**src/rtl/activation_pipe.sv**
```systemverilog
// Two-stage streaming fixed-point activation unit.
// Applies LReLU / piecewise sigmoid / piecewise tanh to LANES samples.
module activation_pipe #(
  parameter int WIDTH = 16,
  parameter int FRAC  = 8,
  parameter int LANES = 4
) (
  input  logic                   clk,
  input  logic                   rst_n,
  input  logic                   in_valid,
  output logic                   in_ready,
  input  logic [LANES*WIDTH-1:0] in_data,
  input  logic [1:0]             in_mode,
  input  logic [WIDTH-1:0]       in_alpha,
  output logic                   out_valid,
  input  logic                   out_ready,
  output logic [LANES*WIDTH-1:0] out_data,
  output logic [LANES-1:0]       out_sat
);

  localparam int W2 = WIDTH + 2;
  localparam int WP = 2 * WIDTH;

  localparam logic signed [W2-1:0] C_ONE  = W2'(1) << FRAC;
  localparam logic signed [W2-1:0] C_TWO  = C_ONE <<< 1;
  localparam logic signed [W2-1:0] C_1P5  = C_ONE + (C_ONE >>> 1);
  localparam logic signed [W2-1:0] C_0P125 = C_ONE >>> 3;
  localparam logic signed [W2-1:0] C_0P875 = C_ONE - C_0P125;
  localparam logic signed [W2-1:0] C_0P25 = C_ONE >>> 2;
  localparam logic signed [W2-1:0] C_0P75 = C_ONE - C_0P25;
  localparam logic signed [W2-1:0] C_1P75 = C_ONE + C_0P75;

  localparam logic signed [WIDTH-1:0] Y_MAX =
    {1'b0, {(WIDTH-1){1'b1}}};
  localparam logic signed [WIDTH-1:0] Y_MIN =
    {1'b1, {(WIDTH-1){1'b0}}};

  // Leaky ReLU on the full-width product so that no intermediate wraps.
  function automatic logic signed [WP-1:0] f_lrelu(
    input logic signed [WIDTH-1:0] x,
    input logic signed [WIDTH-1:0] a
  );
    logic signed [WP-1:0] p;
    logic signed [WP-1:0] r;
    p = WP'(a) * WP'(x);
    if (x > 0) r = WP'(x);
    else       r = p >>> FRAC;
    return r;
  endfunction

  // Three-segment sigmoid: clamps beyond +/-2, linear x/4+1/2 inside.
  function automatic logic signed [W2-1:0] f_sig3(
    input logic signed [W2-1:0] x
  );
    logic signed [W2-1:0] r;
    if (x > C_TWO)       r = C_ONE;
    else if (x < -C_TWO) r = '0;
    else                 r = ((x >>> 1) + C_ONE) >>> 1;
    return r;
  endfunction

  // Five-segment sigmoid with breakpoints at 0.75 and 1.75.
  function automatic logic signed [W2-1:0] f_sig5(
    input logic signed [W2-1:0] x
  );
    logic signed [W2-1:0] x2;
    logic signed [W2-1:0] r;
    x2 = x <<< 1;
    if (x >= C_1P75)
      r = C_ONE;
    else if (x <= -C_1P75)
      r = '0;
    else if (x < -C_0P75)
      r = (((x2 + C_1P5) >>> 2) + C_0P125) >>> 1;
    else if (x > C_0P75)
      r = (((x2 - C_1P5) >>> 2) + C_0P875) >>> 1;
    else
      r = ((x >>> 1) + C_ONE) >>> 1;
    return r;
  endfunction

  // Five-segment tanh with breakpoints at 0.25 and 0.75.
  function automatic logic signed [W2-1:0] f_tanh5(
    input logic signed [W2-1:0] x
  );
    logic signed [W2-1:0] x2;
    logic signed [W2-1:0] r;
    x2 = x <<< 1;
    if (x >= C_0P75)
      r = C_ONE;
    else if (x <= -C_0P75)
      r = -C_ONE;
    else if (x < -C_0P25)
      r = (x2 + C_0P25) >>> 2;
    else if (x > C_0P25)
      r = (x2 - C_0P25) >>> 2;
    else
      r = x;
    return r;
  endfunction

  // Clamp to the sample range; top bit of the result is the clamp flag.
  function automatic logic [WIDTH:0] f_clamp(
    input logic signed [WP-1:0] v
  );
    logic [WIDTH:0] r;
    if (v > WP'(Y_MAX))
      r = {1'b1, Y_MAX};
    else if (v < WP'(Y_MIN))
      r = {1'b1, Y_MIN};
    else
      r = {1'b0, v[WIDTH-1:0]};
    return r;
  endfunction

  // One lane: select the activation, then clamp.
  function automatic logic [WIDTH:0] f_act(
    input logic [1:0]              m,
    input logic signed [WIDTH-1:0] x,
    input logic signed [WIDTH-1:0] a
  );
    logic signed [W2-1:0] xe;
    logic signed [WP-1:0] v;
    xe = W2'(x);
    v  = '0;
    unique case (m)
      2'd0: v = f_lrelu(x, a);
      2'd1: v = WP'(f_sig3(xe));
      2'd2: v = WP'(f_sig5(xe));
      2'd3: v = WP'(f_tanh5(xe));
    endcase
    return f_clamp(v);
  endfunction

  logic                   r_s1_valid;
  logic [LANES*WIDTH-1:0] r_s1_data;
  logic [1:0]             r_s1_mode;
  logic [WIDTH-1:0]       r_s1_alpha;

  logic                   r_out_valid;
  logic [LANES*WIDTH-1:0] r_out_data;
  logic [LANES-1:0]       r_out_sat;

  logic                   w_s1_load;
  logic                   w_s2_load;
  logic [LANES*WIDTH-1:0] w_act_data;
  logic [LANES-1:0]       w_act_sat;

  assign w_s2_load = !r_out_valid || out_ready;
  assign w_s1_load = !r_s1_valid || w_s2_load;
  assign in_ready  = w_s1_load;
  assign out_valid = r_out_valid;
  assign out_data  = r_out_data;
  assign out_sat   = r_out_sat;

  // Per-lane activation of the beat held in stage 1.
  always_comb begin
    w_act_data = '0;
    w_act_sat  = '0;
    for (int i = 0; i < LANES; i++) begin
      {w_act_sat[i], w_act_data[i*WIDTH +: WIDTH]} =
        f_act(r_s1_mode, r_s1_data[i*WIDTH +: WIDTH],
              r_s1_alpha);
    end
  end

  // Stage 1: capture the beat with its own mode and alpha.
  always_ff @(posedge clk or negedge rst_n) begin
    if (!rst_n) begin
      r_s1_valid <= 1'b0;
      r_s1_data  <= '0;
      r_s1_mode  <= '0;
      r_s1_alpha <= '0;
    end else if (w_s1_load) begin
      r_s1_valid <= in_valid;
      if (in_valid) begin
        r_s1_data  <= in_data;
        r_s1_mode  <= in_mode;
        r_s1_alpha <= in_alpha;
      end
    end
  end

  // Stage 2: register the activated beat when downstream has room.
  always_ff @(posedge clk or negedge rst_n) begin
    if (!rst_n) begin
      r_out_valid <= 1'b0;
      r_out_data  <= '0;
      r_out_sat   <= '0;
    end else if (w_s2_load) begin
      r_out_valid <= r_s1_valid;
      if (r_s1_valid) begin
        r_out_data <= w_act_data;
        r_out_sat  <= w_act_sat;
      end
    end
  end

endmodule

```
**config.mk**
```make
export PLATFORM = sky130hd
export DESIGN_NAME = activation_pipe
export DESIGN_NICKNAME = d
export VERILOG_FILES = /design/src/rtl/activation_pipe.sv
export SDC_FILE = /design/constraint.sdc
export NUM_CORES = 2
export LEC_CHECK = 0
export BUFFER_PORTS_ARGS = -buffer_cell sky130_fd_sc_hd__buf_2
export CAP_MARGIN = 10
export CORE_MARGIN = 5
export CORE_UTILIZATION = 25
export DETAILED_ROUTE_END_ITERATION = 10
export PLACE_DENSITY = 0.46
export SYNTH_ARGS = -nofsm -noshare
export SYNTH_HDL_FRONTEND = slang
export SYNTH_SLANG_ARGS = --single-unit
```
**constraint.sdc**
```tcl
create_clock -name clk -period 19.8 [get_ports clk]
set_input_delay 3.96 -clock clk [delete_from_list [all_inputs] [get_ports clk]]
set_output_delay 3.96 -clock clk [all_outputs]
set_load 0.02 [all_outputs]
```
==> flow_summary.yaml <==
worst_hold_path:
  hold_path_class: "flop to flop"
  worstHoldEndpoint: "r_s1_data[14]"
  hold_depth: 1
  hp-start: "r_s1_data[14]"
cts:
  cts_tree: "yes"
  post_cts_resized: 0
  cts_buffers: 17
  post-cts-setup-buffers: 0
  cts_htree_levels: 4
  hold_buffers: 0
  cts_sinks: 152
  clock_latency_ns: 0.55
  clock_path_buffers: 2
  path_clk_slew_ns: 0.08
  cts-root-buf: "clkbuf_16"
logic_synthesis:
  synthTopCellsByCount: "inv_1, fa_1, nand2_1, and2_1, ha_1"
  synthTopCellsByArea: "fa_1, inv_1, ha_1"
  synth_top_area_cell: "fa_1"
  synth_most_common_cell: "inv_1"
  yosysSeqAreaShare: 0.0735
  synth_cells: 5967
  synth_cell_types: 101
  synth_area_um2: 51700
  ys_async_sr_fraction: 1.00
  avgSynthCellArea_um2: 8.67
  yosysTopAreaCellShare: 0.404
  synth_ff_type: "dfrtp_1"
  yosys_warnings: 0
  synth_nets: 7453
  synth_edf_count: 0
  yosys_register_bits: 152
sta:
  max_freq_mhz: 118
  rsz0062_at_grt: "false"
  hold_viol: 0
  min_period_ns: 8.48
  fin_tns_setup_ns: 0
  tightest_slew_ns: 1.13
  fin_crit_sh: 0.428
  setup_violations: 0
  slew_viol_final: 0
  max_slew_margin: 0.243
  skew_ns: 0.0303
die:
  die_h_um: 465
  pin_count: 156
  num_rows: 167
  initial_core_util: 0.251
  die_area_um2: 216000
  die_w_um: 465
  core_area_um2: 206000
worst_setup_path:
  rrSetupSlack_ns: 11.32
  critPathKind: "flop to flop"
  crit_family: "adder cells"
  timing.critical_path.cells: "buf_4 > clkinv_1 > nor2_1 > fa_1 > fa_1 > fa_1 > fa_1 > fa_1 > inv_1 > fa_1 > inv_1 > ha_1 > nand4_1 > nor3_1 > nor2b_1 > a311oi_1 > nand2_1 > nor4bb_1 > a211oi_2 > or3_1 > a2111oi_2 > a32oi_2 > o22a_1"
  start_kind: "flop"
  cp_max_fo: 31
  critPathSlowestCell: "clkinv_1"
  path_common_cell: "fa_1"
  max_stage_delay_ns: 0.94
  r2r_start: "r_s1_data[31]"
  worstPathArrival_ns: 8.89
  critPathBufInv: 4
  crit_path_end_kind: "flop"
  reg2reg_to: "out_data[23]"
  worstPathRequired_ns: 20.22
  ff2ff_path_depth: 23
placed_design:
  routabilityCongestion: 0.874
  dpl.hpwl_um: 125000
  io_buffers: 155
route:
  drt_pre_antenna_iters: 6
  postRouteAntennaNets: 0
  vias: 40168
  totalWireLength_um: 166000
  vias_per_cell: 4.66
  drt_first_iter_violations: 2477
  drcViolationCount: 0
  wl_per_cell_um: 19.3
finish:
  sequential_cell_area_um2: 3820
  n_fill_cell: 22322
  area_growth_pct: 8.12
  drive_above_1_share: 0.0763
  fin_nets: 7382
  multi_input_area_um2: 41700
global_route:
  first_global_vias: 43342
  grt_pass1_wl_um: 263000
  grt_start_max_net_pins: 65
  grt_usage: 0.156
  grt_overflow: 0
  grt_antenna_before_repair: 8
status:
  status: "finished clean"
run:
  maxCapViolCount: 0
==> worst max path at each step <==
stage,start,end,cells past startpoint
2_1_floorplan,out_ready,in_ready,1
3_3_place_gp,out_ready,in_ready,3
3_5_place_dp,out_ready,in_ready,3
4_1_cts,out_ready,in_ready,3
5_1_grt,r_s1_data[31],out_data[17],22
6_report,r_s1_data[31],out_data[23],23
==> flip-flops by register name, indices dropped and copies added (netlist names) <==
register and count:
r_s1_data 64, r_s1_mode 2, out_data 64, r_s1_alpha 16, r_s1_valid 1, out_valid 1
out_sat 4
==> routing by layer <==
metal,track usage,vias up,part of all wire
met4,0.0373,0,0.020
li1,-,18210,-
met1,0.218,20885,0.47
met2,0.257,946,0.47
met3,0.0175,127,0.043
met5,0,-,0
==> layout by cell type (no fill, tap or decap), types with 33 or more instances in the layout <==
master and count:
a21o_1 33, a21oi_1 216, and2_1 469, buf_2 154, buf_4 97, dfrtp_1 136
fa_1 1044, ha_1 356, inv_1 1308, mux2_2 99, nand2_1 717, nand2b_1 45
nand3_1 56, nor2_1 189, nor3_1 57, o211ai_1 42, o21ai_0 141, xnor2_1 130
xor2_1 40
==> worst register-to-register path, delay by kind of cell, from the launching register on <==
family	cells	cell delay [ns]
and+or+nand+nor	7	1.83
DFF	1	0.33
adders and majority gates	7	3.25
AOI/OAI and AO/OA	5	1.53
buffers and inverters	4	1.43
==> cell type report <==
class / count / area share
tap: 2704 / 0.0605
sequential: 152 / 0.0684
clock inverter: 14 / 0.00293
clock buffer: 18 / 0.00767
antenna: 7 / 0.000313
timing repair buffer: 252 / 0.0270
multi-input combinational: 4158 / 0.745
inverter: 1315 / 0.0882
==> cells by family (layout without fill, tap and decap cells) <==
| logic type | after synthesis | count (layout) | synth area share |
|---|---|---|---|
| simple gates | 1725 | 1725 | 0.165 |
| buf+inv | 1657 | 1599 | 0.122 |
| fa+ha+maj | 1400 | 1400 | 0.490 |
| compound gates | 749 | 749 | 0.0971 |
| xor+xnor | 170 | 170 | 0.0288 |
| flops | 152 | 152 | 0.0735 |
| mux | 114 | 114 | 0.0244 |
| other cells | 0 | 7 | 0 |
==> metrics by stage <==
step / instance area, um2 / utilization / setup WS [ns] / hold slack, ns / cells
detailed placement: 55300 / 0.268 / 11.34 / 0.478 / 8581
finish: 55900 / 0.271 / 11.32 / 0.508 / 8620
global placement: 55300 / 0.268 / 11.36 / 0.475 / 8581
floorplan: 51700 / - / 11.60 / 0.471 / 5967
global route: 55900 / 0.271 / 10.85 / 0.524 / 8613
CTS: 55900 / 0.271 / 11.34 / 0.514 / 8613
Power is not shown: default switching activity piles up to over one toggle a cycle in this logic, so the estimate is an artifact.
